### config.mk
export PLATFORM = sky130hd
export DESIGN_NAME = spi_adc_responder
export DESIGN_NICKNAME = d
export VERILOG_FILES = /design/src/rtl/spi_adc_pkg.sv /design/src/rtl/spi_sync_edge.sv /design/src/rtl/spi_adc_responder.sv
export SDC_FILE = /design/constraint.sdc
export NUM_CORES = 1
export LEC_CHECK = 0
export CAP_MARGIN = 20
export CORE_UTILIZATION = 54
export DETAILED_ROUTE_END_ITERATION = 6
export PLACE_DENSITY = 0.79
export RECOVER_POWER = 100
export SKIP_CTS_REPAIR_TIMING = 1
export SYNTH_ARGS = -nofsm -noshare
export SYNTH_HDL_FRONTEND = slang
export SYNTH_SLANG_ARGS = --single-unit
### constraint.sdc
create_clock -name clk -period 2.3 [get_ports clk]
set_clock_uncertainty 0.2 [all_clocks]
set_input_delay 0.23 -clock clk [delete_from_list [all_inputs] [get_ports clk]]
set_output_delay 0.23 -clock clk [all_outputs]
set_load 0.01 [all_outputs]
### src/rtl/spi_adc_pkg.sv
// Shared definitions for the SPI ADC responder: default frame geometry and FSM states.
// Build option: SPI_ADC_RAMP_EN replaces the external sample with an internal ramp.
package spi_adc_pkg;

  localparam int unsigned SPI_DATA_W      = 12;
  localparam int unsigned SPI_LEAD_ZEROS  = 4;
  localparam int unsigned SPI_FRAME_BITS  = 16;
  localparam int unsigned SPI_SYNC_STAGES = 2;
  localparam int unsigned TRAIL_ZEROS     = SPI_FRAME_BITS - SPI_LEAD_ZEROS - SPI_DATA_W;

  typedef enum logic [1:0] {
    ST_IDLE  = 2'd0,
    ST_SHIFT = 2'd1,
    ST_DONE  = 2'd2
  } state_e;

endpackage : spi_adc_pkg

### src/rtl/spi_sync_edge.sv
// Multi-flop synchronizer for one asynchronous input with edge detection.
// Ports:
//   clk, rst_n  system clock, async active-low reset
//   async_i     asynchronous input pin
//   level_o     synchronized level (last flop of the chain)
//   rise_c_o    combinational 1-cycle pulse on synchronized rising edge
//   fall_c_o    combinational 1-cycle pulse on synchronized falling edge
module spi_sync_edge #(
  parameter int unsigned STAGES  = 2,
  parameter logic        RST_VAL = 1'b0
) (
  input  logic clk,
  input  logic rst_n,
  input  logic async_i,
  output logic level_o,
  output logic rise_c_o,
  output logic fall_c_o
);

  logic [STAGES-1:0] sync_q;
  logic              prev_q;

  // Synchronizer chain plus one history flop for edge detection.
  always_ff @(posedge clk or negedge rst_n) begin
    if (!rst_n) begin
      sync_q <= {STAGES{RST_VAL}};
      prev_q <= RST_VAL;
    end else begin
      sync_q <= {sync_q[STAGES-2:0], async_i};
      prev_q <= sync_q[STAGES-1];
    end
  end

  assign level_o  = sync_q[STAGES-1];
  assign rise_c_o = sync_q[STAGES-1] & ~prev_q;
  assign fall_c_o = ~sync_q[STAGES-1] & prev_q;

endmodule : spi_sync_edge

### src/rtl/spi_adc_responder.sv
// SPI mode-0 responder emulating a 12-bit serial ADC. Each frame shifts out
// LEAD_ZEROS zeros, the sample MSB-first, then trailing zeros, and captures
// the MOSI bits of the frame. All SPI pins are oversampled by clk.
// Build option: define SPI_ADC_RAMP_EN to transmit an internal ramp that
// increments after every complete frame instead of i_sample.
// Ports:
//   clk, rst_n      system clock (>= 8x SCK), async active-low reset
//   sck, cs_n, mosi SPI pins from the master (asynchronous)
//   i_sample        sample to transmit, latched at frame start
//   miso, miso_oe   serial data to master and its output enable
//   o_rx_data       MOSI bits of the last complete frame, first bit in MSB
//   o_rx_valid      pulse: complete frame ended, o_rx_data updated
//   o_frame_err     pulse: frame ended before FRAME_BITS rising edges
//   o_busy          high from frame start until frame end
module spi_adc_responder
  import spi_adc_pkg::*;
#(
  parameter int unsigned DATA_W      = SPI_DATA_W,
  parameter int unsigned LEAD_ZEROS  = SPI_LEAD_ZEROS,
  parameter int unsigned FRAME_BITS  = SPI_FRAME_BITS,
  parameter int unsigned SYNC_STAGES = SPI_SYNC_STAGES
) (
  input  logic                  clk,
  input  logic                  rst_n,
  input  logic                  sck,
  input  logic                  cs_n,
  input  logic                  mosi,
  input  logic [DATA_W-1:0]     i_sample,
  output logic                  miso,
  output logic                  miso_oe,
  output logic [FRAME_BITS-1:0] o_rx_data,
  output logic                  o_rx_valid,
  output logic                  o_frame_err,
  output logic                  o_busy
);

  localparam int unsigned TRAIL_BITS = FRAME_BITS - LEAD_ZEROS - DATA_W;
  localparam int unsigned CNT_W      = $clog2(FRAME_BITS + 1);

  // Synchronized pins
  logic sck_lvl, sck_rise, sck_fall;
  logic cs_lvl, cs_rise, cs_fall;
  logic mosi_lvl, mosi_rise, mosi_fall;

  // cs_n synchronizer resets to the deselected level so reset release never
  // looks like a chip-select edge.
  spi_sync_edge #(.STAGES(SYNC_STAGES), .RST_VAL(1'b0)) u_sync_sck (
    .clk      (clk),
    .rst_n    (rst_n),
    .async_i  (sck),
    .level_o  (sck_lvl),
    .rise_c_o (sck_rise),
    .fall_c_o (sck_fall)
  );

  spi_sync_edge #(.STAGES(SYNC_STAGES), .RST_VAL(1'b1)) u_sync_cs (
    .clk      (clk),
    .rst_n    (rst_n),
    .async_i  (cs_n),
    .level_o  (cs_lvl),
    .rise_c_o (cs_rise),
    .fall_c_o (cs_fall)
  );

  spi_sync_edge #(.STAGES(SYNC_STAGES), .RST_VAL(1'b0)) u_sync_mosi (
    .clk      (clk),
    .rst_n    (rst_n),
    .async_i  (mosi),
    .level_o  (mosi_lvl),
    .rise_c_o (mosi_rise),
    .fall_c_o (mosi_fall)
  );

  // State and datapath registers
  state_e                state_q, state_d;
  logic [FRAME_BITS-1:0] tx_sr_q, tx_sr_d;
  logic [FRAME_BITS-1:0] rx_sr_q, rx_sr_d;
  logic [CNT_W-1:0]      bit_cnt_q, bit_cnt_d;
  logic                  pend_q, pend_d;
  logic                  miso_q, miso_d;
  logic                  miso_oe_q, miso_oe_d;
  logic [FRAME_BITS-1:0] rx_data_q, rx_data_d;
  logic                  rx_valid_q, rx_valid_d;
  logic                  frame_err_q, frame_err_d;
  logic                  busy_q, busy_d;

  logic [DATA_W-1:0]     sample_c;
  logic [FRAME_BITS-1:0] tx_load_c;
  logic                  start_c;
  logic                  frame_full_c;

`ifdef SPI_ADC_RAMP_EN
  logic [DATA_W-1:0] ramp_q, ramp_d;

  // Ramp advances once per complete frame, wrapping naturally.
  always_comb begin
    ramp_d = ramp_q;
    if (rx_valid_d) begin
      ramp_d = ramp_q + DATA_W'(1);
    end
  end

  always_ff @(posedge clk or negedge rst_n) begin
    if (!rst_n) begin
      ramp_q <= '0;
    end else begin
      ramp_q <= ramp_d;
    end
  end

  assign sample_c = ramp_q;

  logic unused_ok;
  assign unused_ok = ^{sck_lvl, mosi_rise, mosi_fall, i_sample};
`else
  assign sample_c = i_sample;

  logic unused_ok;
  assign unused_ok = ^{sck_lvl, mosi_rise, mosi_fall};
`endif

  // Frame image: leading zeros, sample MSB-first, trailing zeros.
  assign tx_load_c    = FRAME_BITS'(sample_c) << TRAIL_BITS;
  // A cs_n fall seen during DONE is replayed once IDLE is reached.
  assign start_c      = cs_fall | (pend_q & ~cs_lvl);
  assign frame_full_c = (bit_cnt_q == CNT_W'(FRAME_BITS));

  // FSM state register
  always_ff @(posedge clk or negedge rst_n) begin
    if (!rst_n) begin
      state_q <= ST_IDLE;
    end else begin
      state_q <= state_d;
    end
  end

  // FSM next-state logic; cs_n rise takes priority over any SCK edge.
  always_comb begin
    state_d = state_q;
    case (state_q)
      ST_IDLE:  if (start_c) state_d = ST_SHIFT;
      ST_SHIFT: if (cs_rise) state_d = ST_DONE;
      ST_DONE:  state_d = ST_IDLE;
      default:  state_d = ST_IDLE;
    endcase
  end

  // FSM output and datapath next values
  always_comb begin
    tx_sr_d     = tx_sr_q;
    rx_sr_d     = rx_sr_q;
    bit_cnt_d   = bit_cnt_q;
    pend_d      = 1'b0;
    miso_d      = miso_q;
    miso_oe_d   = miso_oe_q;
    rx_data_d   = rx_data_q;
    rx_valid_d  = 1'b0;
    frame_err_d = 1'b0;
    busy_d      = busy_q;

    case (state_q)
      ST_IDLE: begin
        if (start_c) begin
          tx_sr_d   = tx_load_c;
          rx_sr_d   = '0;
          bit_cnt_d = '0;
          miso_d    = tx_load_c[FRAME_BITS-1];
          miso_oe_d = 1'b1;
          busy_d    = 1'b1;
        end
      end
      ST_SHIFT: begin
        if (cs_rise) begin
          miso_d    = 1'b0;
          miso_oe_d = 1'b0;
          busy_d    = 1'b0;
          if (frame_full_c) begin
            rx_data_d  = rx_sr_q;
            rx_valid_d = 1'b1;
          end else begin
            frame_err_d = 1'b1;
          end
        end else begin
          // Rising edges past FRAME_BITS are not captured.
          if (sck_rise && !frame_full_c) begin
            rx_sr_d   = {rx_sr_q[FRAME_BITS-2:0], mosi_lvl};
            bit_cnt_d = bit_cnt_q + CNT_W'(1);
          end
          if (sck_fall) begin
            tx_sr_d = {tx_sr_q[FRAME_BITS-2:0], 1'b0};
            miso_d  = tx_sr_q[FRAME_BITS-2];
          end
        end
      end
      ST_DONE: begin
        pend_d = cs_fall;
      end
      default: ;
    endcase
  end

  // Datapath and output registers
  always_ff @(posedge clk or negedge rst_n) begin
    if (!rst_n) begin
      tx_sr_q     <= '0;
      rx_sr_q     <= '0;
      bit_cnt_q   <= '0;
      pend_q      <= 1'b0;
      miso_q      <= 1'b0;
      miso_oe_q   <= 1'b0;
      rx_data_q   <= '0;
      rx_valid_q  <= 1'b0;
      frame_err_q <= 1'b0;
      busy_q      <= 1'b0;
    end else begin
      tx_sr_q     <= tx_sr_d;
      rx_sr_q     <= rx_sr_d;
      bit_cnt_q   <= bit_cnt_d;
      pend_q      <= pend_d;
      miso_q      <= miso_d;
      miso_oe_q   <= miso_oe_d;
      rx_data_q   <= rx_data_d;
      rx_valid_q  <= rx_valid_d;
      frame_err_q <= frame_err_d;
      busy_q      <= busy_d;
    end
  end

  assign miso        = miso_q;
  assign miso_oe     = miso_oe_q;
  assign o_rx_data   = rx_data_q;
  assign o_rx_valid  = rx_valid_q;
  assign o_frame_err = frame_err_q;
  assign o_busy      = busy_q;

endmodule : spi_adc_responder

# After elaboration in Yosys (flattened, before gate mapping)
# Index checks and enable logic that the tools add are counted.
[word_totals]
reg_bits = 67
latchBits = 0
ram_bits = 0
mem_bits_ro = 0
input_bits = 17
output_inout_bits = 21
word_cells = 74
mem_count = 0
[op_classes]
addsub = 1
mul = 0
div = 0
n_lt_le_gt_ge = 0
eq_ne = 9
n_shift = 0
mux = 29
n_bitwise = 10
reduce_logical = 10
[op_table]
columns = ["cell", "n"]
rows = [
  ["16-bit two-way mux", 3],
  ["15-bit two-way mux", 3],
  ["16-bit case mux with 2 select lines", 1],
  ["15-bit case mux with 2 select lines", 1],
  ["5-bit two-way mux", 3],
  ["1-bit two-way mux", 12],
  ["2-bit != test (second input constant)", 5],
  ["5-bit case mux with 2 select lines", 1],
  ["3-bit AND reduction", 3],
  ["4-bit AND reduction", 2],
  ["5-bit by 1-bit adder with 5-bit output (second input constant)", 1],
  ["1-bit bitwise AND", 5],
  ["5-bit equality test (second input constant)", 1],
  ["2-bit two-way mux", 2],
  ["1-bit inverter", 4],
  ["1-bit case mux with 2 select lines", 2],
  ["2-bit case mux with 2 select lines", 1],
  ["3-bit != test (second input constant)", 1],
  ["2-bit by 1-bit equality test with 1-bit output (second input constant)", 1],
  ["2-bit equality test (second input constant)", 1],
  ["2-bit zero test", 1],
  ["2-bit AND reduction", 1],
  ["2-bit nonzero test", 1],
  ["1-bit logical AND", 1],
  ["other kinds (2)", 2],
]

# Longest topological paths before layout
[logic_depth]
ltp_word = 6
mapped_depth = 7
depth_no_buf = 6

# By module
# Synthesis repeated with hierarchy kept, for this count alone.
[hier_totals]
cells_unflattened = 205
hier_area_um2 = 2728.9
[modules_own_cells]
columns = ["mod", "instances", "cells_each", "area_each_um2", "seq_area_each_um2"]
rows = [
  ["spi_adc_responder", 1, 190, 2454.9, 1476.4],
  ["spi_sync_edge (u_sync_mosi ...)", 2, 5, 90.1, 75.1],
  ["spi_sync_edge (u_sync_cs)", 1, 5, 93.8, 78.8],
]

# Worst setup path before layout
# OpenSTA, ideal clock, no wires.
[synth_timing]
path_type = "register to register"
from = "register bit_cnt_q[0]"
to = "register bit_cnt_q[1]"
setup_ns = 0.079
t_arrival_ns = 1.567
required_ns = 2.021
setup_slack_ns = 0.454
path_stages_with_launch = 8
path_buffers = 1
synth_period_minus_slack_ns = 1.846
path_cell_list = "dfrtp_1 > inv_1 > ha_1 > and4bb_2 > o21ai_2 > and2_1 > buf_6 > mux2i_1"
[synth_between]
elab_chain_len = 5
word_cells_on_any_way = 9
classes_between = "add/sub (1); eq/ne (2); mux (3); reduce/logical (3)"
[synth_lines]
columns = ["item", "line", "rtl"]
rows = [
  ["start: declaration", "spi_adc_responder.sv:78", "logic [CNT_W-1:0] bit_cnt_q, bit_cnt_d;"],
  ["start signal: assignment", "spi_adc_responder.sv:218", "bit_cnt_q <= bit_cnt_d;"],
  ["parallel branches: the longest is 5 deep, another holds 5-bit by 1-bit adder with 5-bit output", "--", ""],
]
# Several ways; the timed one is not identified. The select of a mux whose other input is x is not followed.
# A chain may end at the register's enable or synchronous reset.

# Worst setup path after layout
[layout_timing]
from = "register u_sync_cs.prev_q"
to = "register tx_sr_q[11]"
[layout_between]
elab_chain_len = 4
word_cells_on_any_way = 7
classes_between = "eq/ne (2); bitwise (4); reduce/logical (1)"
[layout_lines]
columns = ["item", "line", "rtl"]
rows = [
  ["start: declaration", "spi_sync_edge.sv:21", "logic prev_q;"],
  ["start signal: assignment", "spi_sync_edge.sv:30", "prev_q <= sync_q[STAGES-1];"],
  ["1-bit bitwise AND or 1-bit inverter (tied branches)", "spi_sync_edge.sv:36, spi_sync_edge.sv:35", ""],
  ["1-bit OR or 1-bit bitwise AND (tied branches)", "spi_adc_responder.sv:125, spi_sync_edge.sv:35", ""],
  ["2-bit != test (no line)", "--", ""],
  ["4-bit AND reduction (no line) *", "--", ""],
  ["end signal: assignment", "spi_adc_responder.sv:216", "tx_sr_q <= tx_sr_d;"],
  ["end: declaration", "spi_adc_responder.sv:76", "logic [FRAME_BITS-1:0] tx_sr_q, tx_sr_d;"],
]
# Every way passes the cells marked *; elsewhere a longest branch is shown, timed or not.

==> results.sh <==
export IMPL_synth_top_area_cell="dfrtp_1"
export IMPL_cp_max_fo=30
export IMPL_ir_drop_mv=0.532
export IMPL_p_comb_frac=0.150
export IMPL_final_cell_mix="dfrtp_1 (64), nand2_1 (52), o21ai_0 (32), dlygate4sd3_1 (25), inv_1 (24)"
export IMPL_num_vias=2069
export IMPL_fmax_mhz=479
export IMPL_status="finished clean"
export IMPL_core_um2=4850
export IMPL_clock_latency_ps=350
export IMPL_drt_initial_drc_count=146
export IMPL_fin_area_um2=3450
export IMPL_async_reset_ff_frac=1.00
export IMPL_required_ps=2350
export IMPL_cts_tree="yes"
export IMPL_final_setup_viol_count=0
export IMPL_power_switching_mw=0.793
export IMPL_synth_area_per_cell_um2=10.4
export IMPL_hpwl_um=3320
export IMPL_syn_area_um2=2810
export IMPL_fin_worst_hold_slack_ps=157
export IMPL_dieWidth_um=74.1
export IMPL_fin_crit_sh=0.907
export IMPL_dp_slack_ps=305
export IMPL_io_pins=38
export IMPL_grt_pass1_wl_um=9170
export IMPL_path_class="flop to flop"
export IMPL_n_antenna_cell=0
export IMPL_ys_types=34
export IMPL_drc=0
export IMPL_synth_simple_area_share=0.145
export IMPL_netlist_top_cells_area="dfrtp_1 (57%), nand2_1 (7.0%), o21ai_0 (5.7%)"
export IMPL_hold_path_class="flop to flop"
export IMPL_area_growth_pct=22.8
export IMPL_power_density_nw_per_um2=858
export IMPL_grt_max_degree=68
export IMPL_synth_warnings=0
export IMPL_drv_cap=0
export IMPL_finalNetCount=329
export IMPL_antenna_found_initial=0
export IMPL_rows=25
export IMPL_ant_nets=0
export IMPL_synth_compound_area_frac=0.154
export IMPL_yosysSeqAreaShare=0.599
export IMPL_finalNonFillerCells=382
export IMPL_setup_tns_ps=0
export IMPL_grt_pass1_vias=2056
export IMPL_io_buffers=37
export IMPL_power_frac_seq=0.477
export IMPL_synth_top_flop_cell="dfrtp_1"
export IMPL_rsz0062_at_grt="false"
export IMPL_routed_wl_um=5400
export IMPL_clockRootBuffer="clkbuf_8"
export IMPL_clockBufferDepth=2
export IMPL_muxShareOfSynthArea=0.0214
export IMPL_synthXorXnorAreaFrac=0
export IMPL_synth_top_family_by_area="compound AO/OA/AOI/OAI gates"
export IMPL_startpoint_type="flop"
export IMPL_clkTransAtPathRegs_ps=70
export IMPL_drive_gt1_frac=0.108
export IMPL_die_area_um2=5490
export IMPL_grtUsageTotal=0.226
export IMPL_start_util=0.579
export IMPL_synth_seq_cells=67
export IMPL_finalHoldViolCount=0
export IMPL_dpl_cell_area_um2=3240
export IMPL_p_sw_frac=0.268
export IMPL_finalPower_mw=2.96
export IMPL_die_y_um=74.1
export IMPL_synth_fa_ha_area_frac=0.00892
export IMPL_cts_sinks=67
export IMPL_grt_overflow=0
export IMPL_slew_violations=0
export IMPL_vias_per_cell=5.42
export IMPL_synth_top_cell_area_share=0.571
export IMPL_gp_congestion=0.783
export IMPL_synth_nets=290
export IMPL_relSlewSlack=0.0543
export IMPL_finish_utilization=0.711
export IMPL_wl_per_cell_um=14.1
export IMPL_finalCriticalPeriod_ps=2090
export IMPL_dp_cells=365
export IMPL_synth_edf_count=0
export IMPL_nFillCells=354
export IMPL_clock_power_share=0.373
export IMPL_leakage_nw=1.58
export IMPL_postLayoutSetupSlackWorst_ps=213
export IMPL_internal_power_mw=2.16
export IMPL_h_tree_depth=3
export IMPL_syn_inst=271
export IMPL_layout_commonest_cell="dfrtp_1"
export IMPL_dr_pass1_iters=4
export IMPL_arrival_ps=2140
export IMPL_endpoint_kind="flop"
export IMPL_cts_made_buffers=9
export IMPL_worstMarginPinSlew_ps=1420
path summary, 6_finish.rpt:
path                       cells after the start                  start               endpoint  slack [ps]
setup / recovery                               5       u_sync_cs.prev_q            tx_sr_q[11]         210
hold / removal                                 0  u_sync_mosi.sync_q[0]  u_sync_mosi.sync_q[1]         160
setup reg to reg                               5       u_sync_cs.prev_q            tx_sr_q[11]         210
hold reg to reg                                0  u_sync_mosi.sync_q[0]  u_sync_mosi.sync_q[1]         160
max in group asynchronous                      3                  rst_n           o_rx_data[1]         390
min in group asynchronous                      3                  rst_n             tx_sr_q[5]         660
critical path: stages (launching register included):
cell and delay, ps:
dfstp_2 550, and2b_4 210, a211oi_2 330, buf_4 370
a21oi_1 120, a41oi_1 210
flip-flops by register name (all words and copies together) (netlist names):
register / cells
bit_cnt_q: 5
miso: 1
o_busy: 1
o_frame_err: 1
o_rx_data: 16
o_rx_valid: 1
pend_q: 1
rx_sr_q: 16
state_q: 2
tx_sr_q: 15
u_sync_cs.prev_q: 1
u_sync_cs.sync_q: 2
u_sync_mosi.sync_q: 2
u_sync_sck.prev_q: 1
u_sync_sck.sync_q: 2
synth_stat cells (6+ instances only):
| master | instances |
|---|---|
| dfrtp_1 | 64 |
| nand2_1 | 52 |
| o21ai_0 | 32 |
| inv_1 | 24 |
| nand4_1 | 16 |
| a21oi_1 | 13 |
| a41oi_1 | 12 |
| buf_2 | 8 |
| clkbuf_1 | 7 |
| mux2i_1 | 6 |
cell type report:
type,instances,area [um^2],area share
Clock inverter,5,75.1,0.0218
Inverter,24,90.1,0.0261
Multi-Input combinational cell,160,923,0.268
Tap cell,67,83.8,0.0243
Clock buffer,11,151,0.0439
Timing Repair Buffer,48,442,0.128
Sequential cell,67,1680,0.488
metal layers:
layer  routed length, um  part of all wire  GRT usage
met1                2570              0.48      0.300
met2                2500              0.46      0.342
met3                 189             0.035     0.0420
met4                 142             0.026      0.150
met5                   0                 0          0
power groups by stage:
stage / logic (mW) / clock network (mW) / registers (mW)
after detailed placement: 0.455 / 0 / 1.42
final: 0.443 / 1.10 / 1.41
after global routing: 0.499 / 1.15 / 1.43
after floorplan: 0.313 / 0 / 1.40
after global placement: 0.439 / 0 / 1.42
after CTS: 0.464 / 1.12 / 1.41
kinds of logic (layout without fill, tap and decap cells):
family,count (synthesis),after routing
buffers and inverters,44,88
muxes,6,6
AOI/OAI and AO/OA,67,67
DFF,67,67
and+or+nand+nor,85,85
adders and majority gates,2,2
Power figures use the tool's default switching activity.
